### src/rtl/branch_unit_pkg.sv
// Shared CPU defines used by the branch unit: op encodings, tag width and the
// UNLOCKED tag, plus the branch FSM state type.
package branch_unit_pkg;

  localparam int SINST_W = 3;
  localparam int TAG_W   = 4;

  localparam logic [TAG_W-1:0] UNLOCKED = '0;

  // Encodings 6 and 7 are not branch ops and always resolve not-taken.
  localparam logic [SINST_W-1:0] BR_BEQ  = 3'd0;
  localparam logic [SINST_W-1:0] BR_BNE  = 3'd1;
  localparam logic [SINST_W-1:0] BR_BLT  = 3'd2;
  localparam logic [SINST_W-1:0] BR_BGE  = 3'd3;
  localparam logic [SINST_W-1:0] BR_BLTU = 3'd4;
  localparam logic [SINST_W-1:0] BR_BGEU = 3'd5;

  typedef enum logic [1:0] {
    IDLE     = 2'd0,
    RESOLVE  = 2'd1,
    REDIRECT = 2'd2,
    DONE     = 2'd3
  } br_state_e;

endpackage

### src/rtl/branch_unit_cmp.sv
// Combinational branch condition evaluator: signed and unsigned compares.
module branch_cmp
  import branch_unit_pkg::*;
#(
  parameter int WORD_W = 32
) (
  input  logic [SINST_W-1:0] op,
  input  logic [WORD_W-1:0]  a,
  input  logic [WORD_W-1:0]  b,
  output logic               taken
);

  logic eq, lt_s, lt_u;

  assign eq   = (a == b);
  assign lt_s = ($signed(a) < $signed(b));
  assign lt_u = (a < b);

  always_comb begin
    taken = 1'b0;
    case (op)
      BR_BEQ:  taken = eq;
      BR_BNE:  taken = !eq;
      BR_BLT:  taken = lt_s;
      BR_BGE:  taken = !lt_s;
      BR_BLTU: taken = lt_u;
      BR_BGEU: taken = !lt_u;
      default: taken = 1'b0;
    endcase
  end

endmodule

### src/rtl/branch_unit.sv
// Branch resolution unit: captures a ready branch from the reservation station,
// resolves it in one cycle and holds the redirect until fetch acks.
// Optional BRANCH_STATS_EN adds branch/taken handshake counters.
module branch_unit
  import branch_unit_pkg::*;
#(
  parameter int ADDR_W = 32,
  parameter int WORD_W = 32
) (
  input  logic               clk,
  input  logic               rst,
  input  logic               rdy,
  input  logic               rs_busy,
  input  logic [ADDR_W-1:0]  rs_pc,
  input  logic [WORD_W-1:0]  rs_offset,
  input  logic [SINST_W-1:0] rs_op,
  input  logic [TAG_W-1:0]   rs_tagx,
  input  logic [TAG_W-1:0]   rs_tagy,
  input  logic [WORD_W-1:0]  rs_datax,
  input  logic [WORD_W-1:0]  rs_datay,
  output logic               busy_branch,
  output logic               redirect_valid,
  output logic [ADDR_W-1:0]  redirect_pc,
  input  logic               redirect_ack,
  output logic               taken
`ifdef BRANCH_STATS_EN
  ,
  output logic [31:0]        stat_branches,
  output logic [31:0]        stat_taken
`endif
);

  typedef struct packed {
    logic [SINST_W-1:0] op;
    logic [ADDR_W-1:0]  pc;
    logic [WORD_W-1:0]  offset;
    logic [WORD_W-1:0]  datax;
    logic [WORD_W-1:0]  datay;
  } br_entry_t;

  br_state_e         state, state_nxt;
  br_entry_t         ent;
  logic              capture, handshake, cmp_taken;
  logic [ADDR_W-1:0] off_ext, target;

  assign capture   = (state == IDLE) && rs_busy &&
                     (rs_tagx == UNLOCKED) && (rs_tagy == UNLOCKED);
  assign handshake = (state == REDIRECT) && redirect_ack;

  branch_cmp #(.WORD_W(WORD_W)) u_cmp (
    .op    (ent.op),
    .a     (ent.datax),
    .b     (ent.datay),
    .taken (cmp_taken)
  );

  // Offset is sign-extended (or truncated) to PC width; adds wrap naturally.
  assign off_ext = ADDR_W'($signed(ent.offset));
  assign target  = cmp_taken ? (ent.pc + off_ext) : (ent.pc + ADDR_W'(4));

  always_ff @(posedge clk) begin
    if (rst)      state <= IDLE;
    else if (rdy) state <= state_nxt;
  end

  always_comb begin
    state_nxt = state;
    case (state)
      IDLE:     if (capture) state_nxt = RESOLVE;
      RESOLVE:  state_nxt = REDIRECT;
      REDIRECT: if (redirect_ack) state_nxt = DONE;
      DONE:     state_nxt = IDLE;
      default:  state_nxt = IDLE;
    endcase
  end

  // Only the capture edge samples rs_*, so later tag/data churn is invisible.
  always_ff @(posedge clk) begin
    if (rst) begin
      ent            <= '0;
      redirect_valid <= 1'b0;
      redirect_pc    <= '0;
      taken          <= 1'b0;
    end else if (rdy) begin
      if (capture) begin
        ent.op     <= rs_op;
        ent.pc     <= rs_pc;
        ent.offset <= rs_offset;
        ent.datax  <= rs_datax;
        ent.datay  <= rs_datay;
      end
      if (state == RESOLVE) begin
        redirect_valid <= 1'b1;
        redirect_pc    <= target;
        taken          <= cmp_taken;
      end
      if (handshake) redirect_valid <= 1'b0;
    end
  end

  always_comb begin
    busy_branch = 1'b0;
    if (!rst) begin
      case (state)
        IDLE:             busy_branch = rs_busy;
        RESOLVE,REDIRECT: busy_branch = 1'b1;
        default:          busy_branch = 1'b0;
      endcase
    end
  end

`ifdef BRANCH_STATS_EN
  always_ff @(posedge clk) begin
    if (rst) begin
      stat_branches <= '0;
      stat_taken    <= '0;
    end else if (rdy && handshake) begin
      stat_branches <= stat_branches + 32'd1;
      if (taken) stat_taken <= stat_taken + 32'd1;
    end
  end
`endif

endmodule

### config.mk
export PLATFORM = sky130hd
export DESIGN_NAME = branch_unit
export DESIGN_NICKNAME = d
export VERILOG_FILES = /design/src/rtl/branch_unit_pkg.sv /design/src/rtl/branch_unit_cmp.sv /design/src/rtl/branch_unit.sv
export SDC_FILE = /design/constraint.sdc
export NUM_CORES = 1
export LEC_CHECK = 0
export CORE_ASPECT_RATIO = 0.8
export CORE_MARGIN = 3
export CORE_UTILIZATION = 47
export CTS_CLUSTER_SIZE = 24
export DETAILED_ROUTE_END_ITERATION = 6
export DONT_BUFFER_PORTS = 1
export HOLD_SLACK_MARGIN = 0.02
export PLACE_DENSITY_LB_ADDON = 0.3
export SLEW_MARGIN = 20
export SYNTH_ARGS = -nofsm -noshare
export SYNTH_HDL_FRONTEND = slang
export SYNTH_HIERARCHICAL = 1
export SYNTH_SLANG_ARGS = --single-unit
export TNS_END_PERCENT = 50
### constraint.sdc
create_clock -name clk -period 4.45 [get_ports clk]
set_input_delay 0.2225 -clock clk [delete_from_list [all_inputs] [get_ports clk]]
set_output_delay 0.2225 -clock clk [all_outputs]
set_load 0.005 [all_outputs]
-- Word-level counts from Yosys, hierarchy flattened
Index checks and enable logic that the tools add are counted.
- add/sub/neg operators: 2
- magnitude comparators: 2
- equality and inequality tests: 11
- multiplexer cells: 9
- reductions and logical operators: 17
- operator list (cell ; count):
    < comparator 32 bit ; 2
    adder 32 x 3 -> 32 bit (second input constant) ; 1
    adder 32 bit ; 1
    == test 32 bit ; 1
    2-to-1 mux 32 bit ; 1
    zero test 4 bit ; 2
    case mux 2 bit (4 select lines) ; 1
    == test 3 x 2 -> 1 bit (second input constant) ; 2
    == test 3 bit (second input constant) ; 2
    case mux 1 bit (6 select lines) ; 1
    AND reduction 2 bit ; 3
    == test 2 bit (second input constant) ; 2
    logical AND 1 bit ; 4
    2-to-1 mux 2 bit ; 2
    != test 2 bit (second input constant) ; 2
    == test 3 x 1 -> 1 bit (second input constant) ; 1
    zero test 1 bit ; 3
    zero test 3 bit ; 1
    2-to-1 mux 1 bit ; 3
    AND reduction 3 bit ; 1
    == test 2 x 1 -> 1 bit (second input constant) ; 1
    zero test 2 bit ; 1
    case mux 1 bit (2 select lines) ; 1
    nonzero test 2 bit ; 1
    OR reduction 2 bit ; 1
- flip-flop bits (word level): 167
- input bits: 144
- output and inout bits: 35

-- Logic depth before layout (Yosys ltp)
- depth in word-level cells: 6
- gate-level depth with buffers: 16

-- Modules after synthesis
The synthesis kept the hierarchy.
- by module, submodules not included (module ; instances ; cells an instance ; area an instance (sq um)):
    branch_unit ; 1 ; 1092 ; 8260.4
    branch_cmp ; 1 ; 123 ; 890.9

-- Least setup slack after synthesis
No wires, ideal clock.
- kind: flip-flop to flip-flop
- from: reg ent[31] in the netlist's numbering
- to: reg redirect_pc[21]
- arrival: 2.823 ns
- required time: 4.335 ns
- slack: 1.512 ns
- stages on the path, launching flop included: 14
- cells stage by stage: dfxtp_1 -> inv_1 -> ha_1 -> nand4_1 -> or4_4 -> nor4_4 -> xnor2_1 -> nor3_2 -> a211oi_1 -> o21ai_1 -> clkbuf_1 -> and3_1 -> clkbuf_1 -> a2111oi_0
- cells in the longest elaborated chain, start to end: 4
- elaborated cells between the ends (all ways): 8
- those cells by class: order compare (2); eq/ne (1); mux (2); reduce/logical (3)
- ends and longest elaborated chain (what ; RTL line ; text):
    start, declared ; branch_unit.sv:42 ; br_entry_t ent;
    < comparator 32 bit (tied with other cells) ; branch_unit_cmp.sv:17 ; assign lt_u = (a < b);
    zero test 1 bit (on tied branches) ; branch_unit_cmp.sv:27, branch_unit_cmp.sv:23, branch_unit_cmp.sv:25 ;
    case mux 1 bit (6 select lines) (*) ; branch_unit_cmp.sv:21 ; case (op)
    net cmp_taken ; branch_unit.sv:43 ; logic capture, handshake, cmp_taken;
    2-to-1 mux 32 bit (*) ; branch_unit.sv:59 ; assign target = cmp_taken ? (ent.pc + off_ext) : (ent.pc + ADDR_W'(4));
    end signal, assigned ; branch_unit.sv:94 ; redirect_pc <= target;
    end, declared ; branch_unit.sv:23 ; output logic [ADDR_W-1:0] redirect_pc,
Mark *: on every way through the listed nets, which the timed path passes. The rest lies on a longest branch.
A chain may end at the register's enable or synchronous reset.

-- Final worst setup path
- from: reg ent[14] in the netlist's numbering
- to: reg redirect_pc[30]
Same word-level chain as after synthesis.

==> impl_results.md <==
* Status: finished, final reports clean
* Fin crit period at 3650 ps
* Share of layout cells above drive strength 1 at 4.48%
* Max-slew violation count at 0
* Synth Warn # at 6
* Grt total ovfl at 0
* NetSw at ~0.7 mW
* Fin crit share at about four fifths
* Drt first-iter violations at ~670
* Rows at between 40 and 50
* Sequential fraction of the synthesis area at 36.5%
* GRT Total Usage at around a quarter
* Grt peak-use layer: met2
* Synth Instances at 1,215
* Synth cell types at 67
* DRT Wirelength at roughly 26,000 um
* Crit end category: flip-flop
* Placed insts at 1,404
* WL/cell at between 15 and 20 um
* Top cell family by delay on the critical path: compound AO/OA/AOI/OAI gates
* Placeable Area at 18,600 um^2
* Die W at about 160 um
* Via count at approximately 8,700
* Clock Sinks at 167
* CP arrival at between 4000 and 5000 ps
* Setup TNS at 0 ps
* MaxCap Viol Count at 0
* # setup viols final at 0
* Fmax achieved at 0.274 GHz
* Final hold vios at 0
* Max-slew headroom at 30.0%
* Syn_area_per_cell at 7.53 um^2
* Slowest CP cell: and3_1
* Initial antenna violation count at 3
* Met3 Track Usage GR at 6.37%
* PnR worst setup slack at 803 ps
* Final Skew at roughly 12 ps
* 1st-pass router iterations at 7
* Startpoint Class: flip-flop
* Worst-path clk slew at 70 ps
* Skew-Pair Late Insertion Delay at 430 ps
* Die ar. at 21,200 um^2
* Setup Slack @ Placement at 841 ps
* GR met1 Demand/Resource at about a third
* Maximum vdd drop at 0.000188 V
* Worst Max-Slew Pin Slew at about 1000 ps
* CTS max path bufs at 2
* Synthesized area at a little over 9000 um^2
* Sw Share at 21.9%
* Sequential power share at 46.3%
* RSZ-0062 raised after global routing: false
* Root Buffer: clkbuf_16
* Number of global-route vias before repair at 8,056
* Largest net degree at the start of global routing at 168
* Non-filler instance count after layout at between 1,500 and 2,000
* Inserted Clock Buffers at 17
* Comb power frac at roughly 4.5%
* #FFs+latches synth at 167
* Async SR Flop Fraction at 0%
* Area Overhead vs Synth at 23.1%
* Global-route wire length before repair at 41,700 um
* CP Buf/Inv Count at 1
* M2 GR Usage at 38.3%
* Worst Hold Class: in2reg
* Post-DR vias/cell at 5.54
* Detail Placement HPWL at 17,700 um
* CTS tree: built
* Routed Antenna Nets at 0
* CP peak stage delay at 710 ps
* Predominant post-synthesis flop cell: dfxtp_1
* RePlAce Congestion at 0.902
* IO buf count at 0
* Leak pwr at 4.10 nW
* Type of the worst setup path: reg2reg
* CP required at 4830 ps
* Starting Density at 49.2%
* Worst path cell trace: inv_1, ha_1, nand4_1, or2_1, a211oi_1, nor4b_1, o21ba_1, xnor2_1, o21ai_2, and3_1, a22oi_1, a21oi_1, o311a_1
* Remaining DRCs at 0
* Crit Path Max Fanout at 17
* Die Height at 131 um
* PwrDens at 287 nW/um^2
* Syn_nets at roughly 1,400
* Number of enable flip-flop cells after synthesis at 0
* Post-cts resize count at 0
* H-tree lvl count at 4
* Io pins at approximately 180
* Cell internal pwr at 2.52 mW
* Clk pwr share at 49.2%
* Nets at between 1,500 and 2,000
-- per-stage QoR --
step,hold slack (ps),util [%],area (um^2),power [mW]
finish,65.1,60.6,11300,3.23
global route,55.9,60.6,11300,3.32
CTS,45.1,60.5,11300,3.25
detailed placement,303,49.8,9270,1.55
global placement,303,49.8,9270,1.55
floorplan,337,-,9150,1.57
-- path summary, 6_finish.rpt --
path | from | end | slack, ps | cells past startpoint
min reg2reg | ent[16]$_SDFFE_PP0P_ | ent[16]$_SDFFE_PP0P_ | 450 | 2
min | rst | redirect_pc[18]$_SDFFE_PP0P_ | 70 | 2
max reg2reg | ent[14]$_SDFFE_PP0P_ | redirect_pc[30]$_SDFFE_PP0P_ | 800 | 13
max | ent[14]$_SDFFE_PP0P_ | redirect_pc[30]$_SDFFE_PP0P_ | 800 | 13
-- metal layers --
| layer | part of all wire, % | vias up | routed length, um |
|---|---|---|---|
| met3 | 7.6 | 35 | 2000 |
| met2 | 44 | 309 | 11600 |
| met1 | 47 | 4014 | 12300 |
| met4 | 1.8 | 0 | 488 |
| li1 | - | 4351 | - |
| met5 | 0 | - | 0 |
-- worst reg2reg max path, stage by stage, from the launching register on --
cell	delay, ps
dfxtp_1	330
inv_1	40
ha_1	300
nand4_1	130
or2_1	320
a211oi_1	290
nor4b_1	100
o21ba_1	190
xnor2_1	140
o21ai_2	580
and3_1	710
a22oi_1	140
a21oi_1	160
o311a_1	170
-- cell usage after synthesis (all sizes together) (5+ instances only) --
| cell | instances | area (um^2) |
|---|---|---|
| a211oi | 19 | 143 |
| ha | 69 | 863 |
| mux2i | 7 | 70.1 |
| and3 | 7 | 43.8 |
| o22ai | 6 | 37.5 |
| nor2b | 5 | 31.3 |
| nor3 | 22 | 115 |
| a31oi | 5 | 37.5 |
| dfxtp | 167 | 3340 |
| a21oi | 198 | 995 |
| a21o | 9 | 67.6 |
| nand3 | 19 | 95.1 |
| xor2 | 26 | 228 |
| clkbuf | 67 | 251 |
| nand4 | 23 | 144 |
| inv | 44 | 165 |
| nand2b | 10 | 62.6 |
| o21ai | 28 | 144 |
| xnor2 | 29 | 254 |
| nor2 | 71 | 267 |
| nand2 | 315 | 1180 |
-- power by group through the flow --
stage / Sequential [mW] / Combinational [mW] / Clock [mW]
final: 1.50 / 0.147 / 1.59
after global routing: 1.50 / 0.156 / 1.66
after CTS: 1.50 / 0.143 / 1.61
after detailed placement: 1.53 / 0.0227 / 0
after global placement: 1.53 / 0.0221 / 0
after floorplan: 1.53 / 0.0378 / 0
-- cell type report --
class | count | area (um^2)
clock inverters | 12 | 166
clock buffers | 20 | 467
flip-flops and latches | 167 | 3340
fillers | 1724 | 7340
inverters | 44 | 165
well taps | 253 | 317
diodes | 3 | 7.51
multi-input cells | 935 | 5410
repair buffers | 139 | 1400
-- cell usage in the layout, fill, tap and decap left out, types with 4 or more instances in the layout --
cell type	count
a21o_1	9
inv_1	44
o21ai_1	4
nor2_1	71
nand3_1	18
dfxtp_1	167
nand2b_1	10
clkbuf_16	17
xnor2_1	29
a31oi_1	4
nor3_1	21
and3_1	6
xor2_1	26
clkinv_4	4
nor2b_1	5
a22oi_1	4
ha_1	69
o211ai_1	4
mux2i_1	7
a21oi_1	197
dlygate4sd3_1	133
nand2_1	315
o21a_1	4
a211oi_1	19
and4_1	4
o22ai_1	6
o21ai_0	22
nand4_1	23
buf_4	5
-- state kept, by name, indices dropped and copies added, names as in the netlist --
signal	cells
redirect_valid	1
ent	99
taken	1
redirect_pc	32
off_ext	32
state	2
-- what timing repair did --
item                       CTS  global route
setup endpoints to repair    0             0
setup buffers                0             0
hold buffers               134             0
hold endpoints to repair   167             0
-- logic make-up (layout without fill, tap and decap cells) --
| family | count (synthesis) | in the layout | synth area share (%) |
|---|---|---|---|
| adders and majority gates | 70 | 70 | 9.65 |
| and+or+nand+nor | 494 | 494 | 23.2 |
| other | 0 | 3 | 0 |
| muxes | 10 | 10 | 1.13 |
| AOI/OAI and AO/OA | 306 | 306 | 19.6 |
| buffers and inverters | 113 | 215 | 4.63 |
| DFF | 167 | 167 | 36.5 |
| xor gates and xnor gates | 55 | 55 | 5.26 |
No activity file was read; power rests on OpenSTA's default activity.
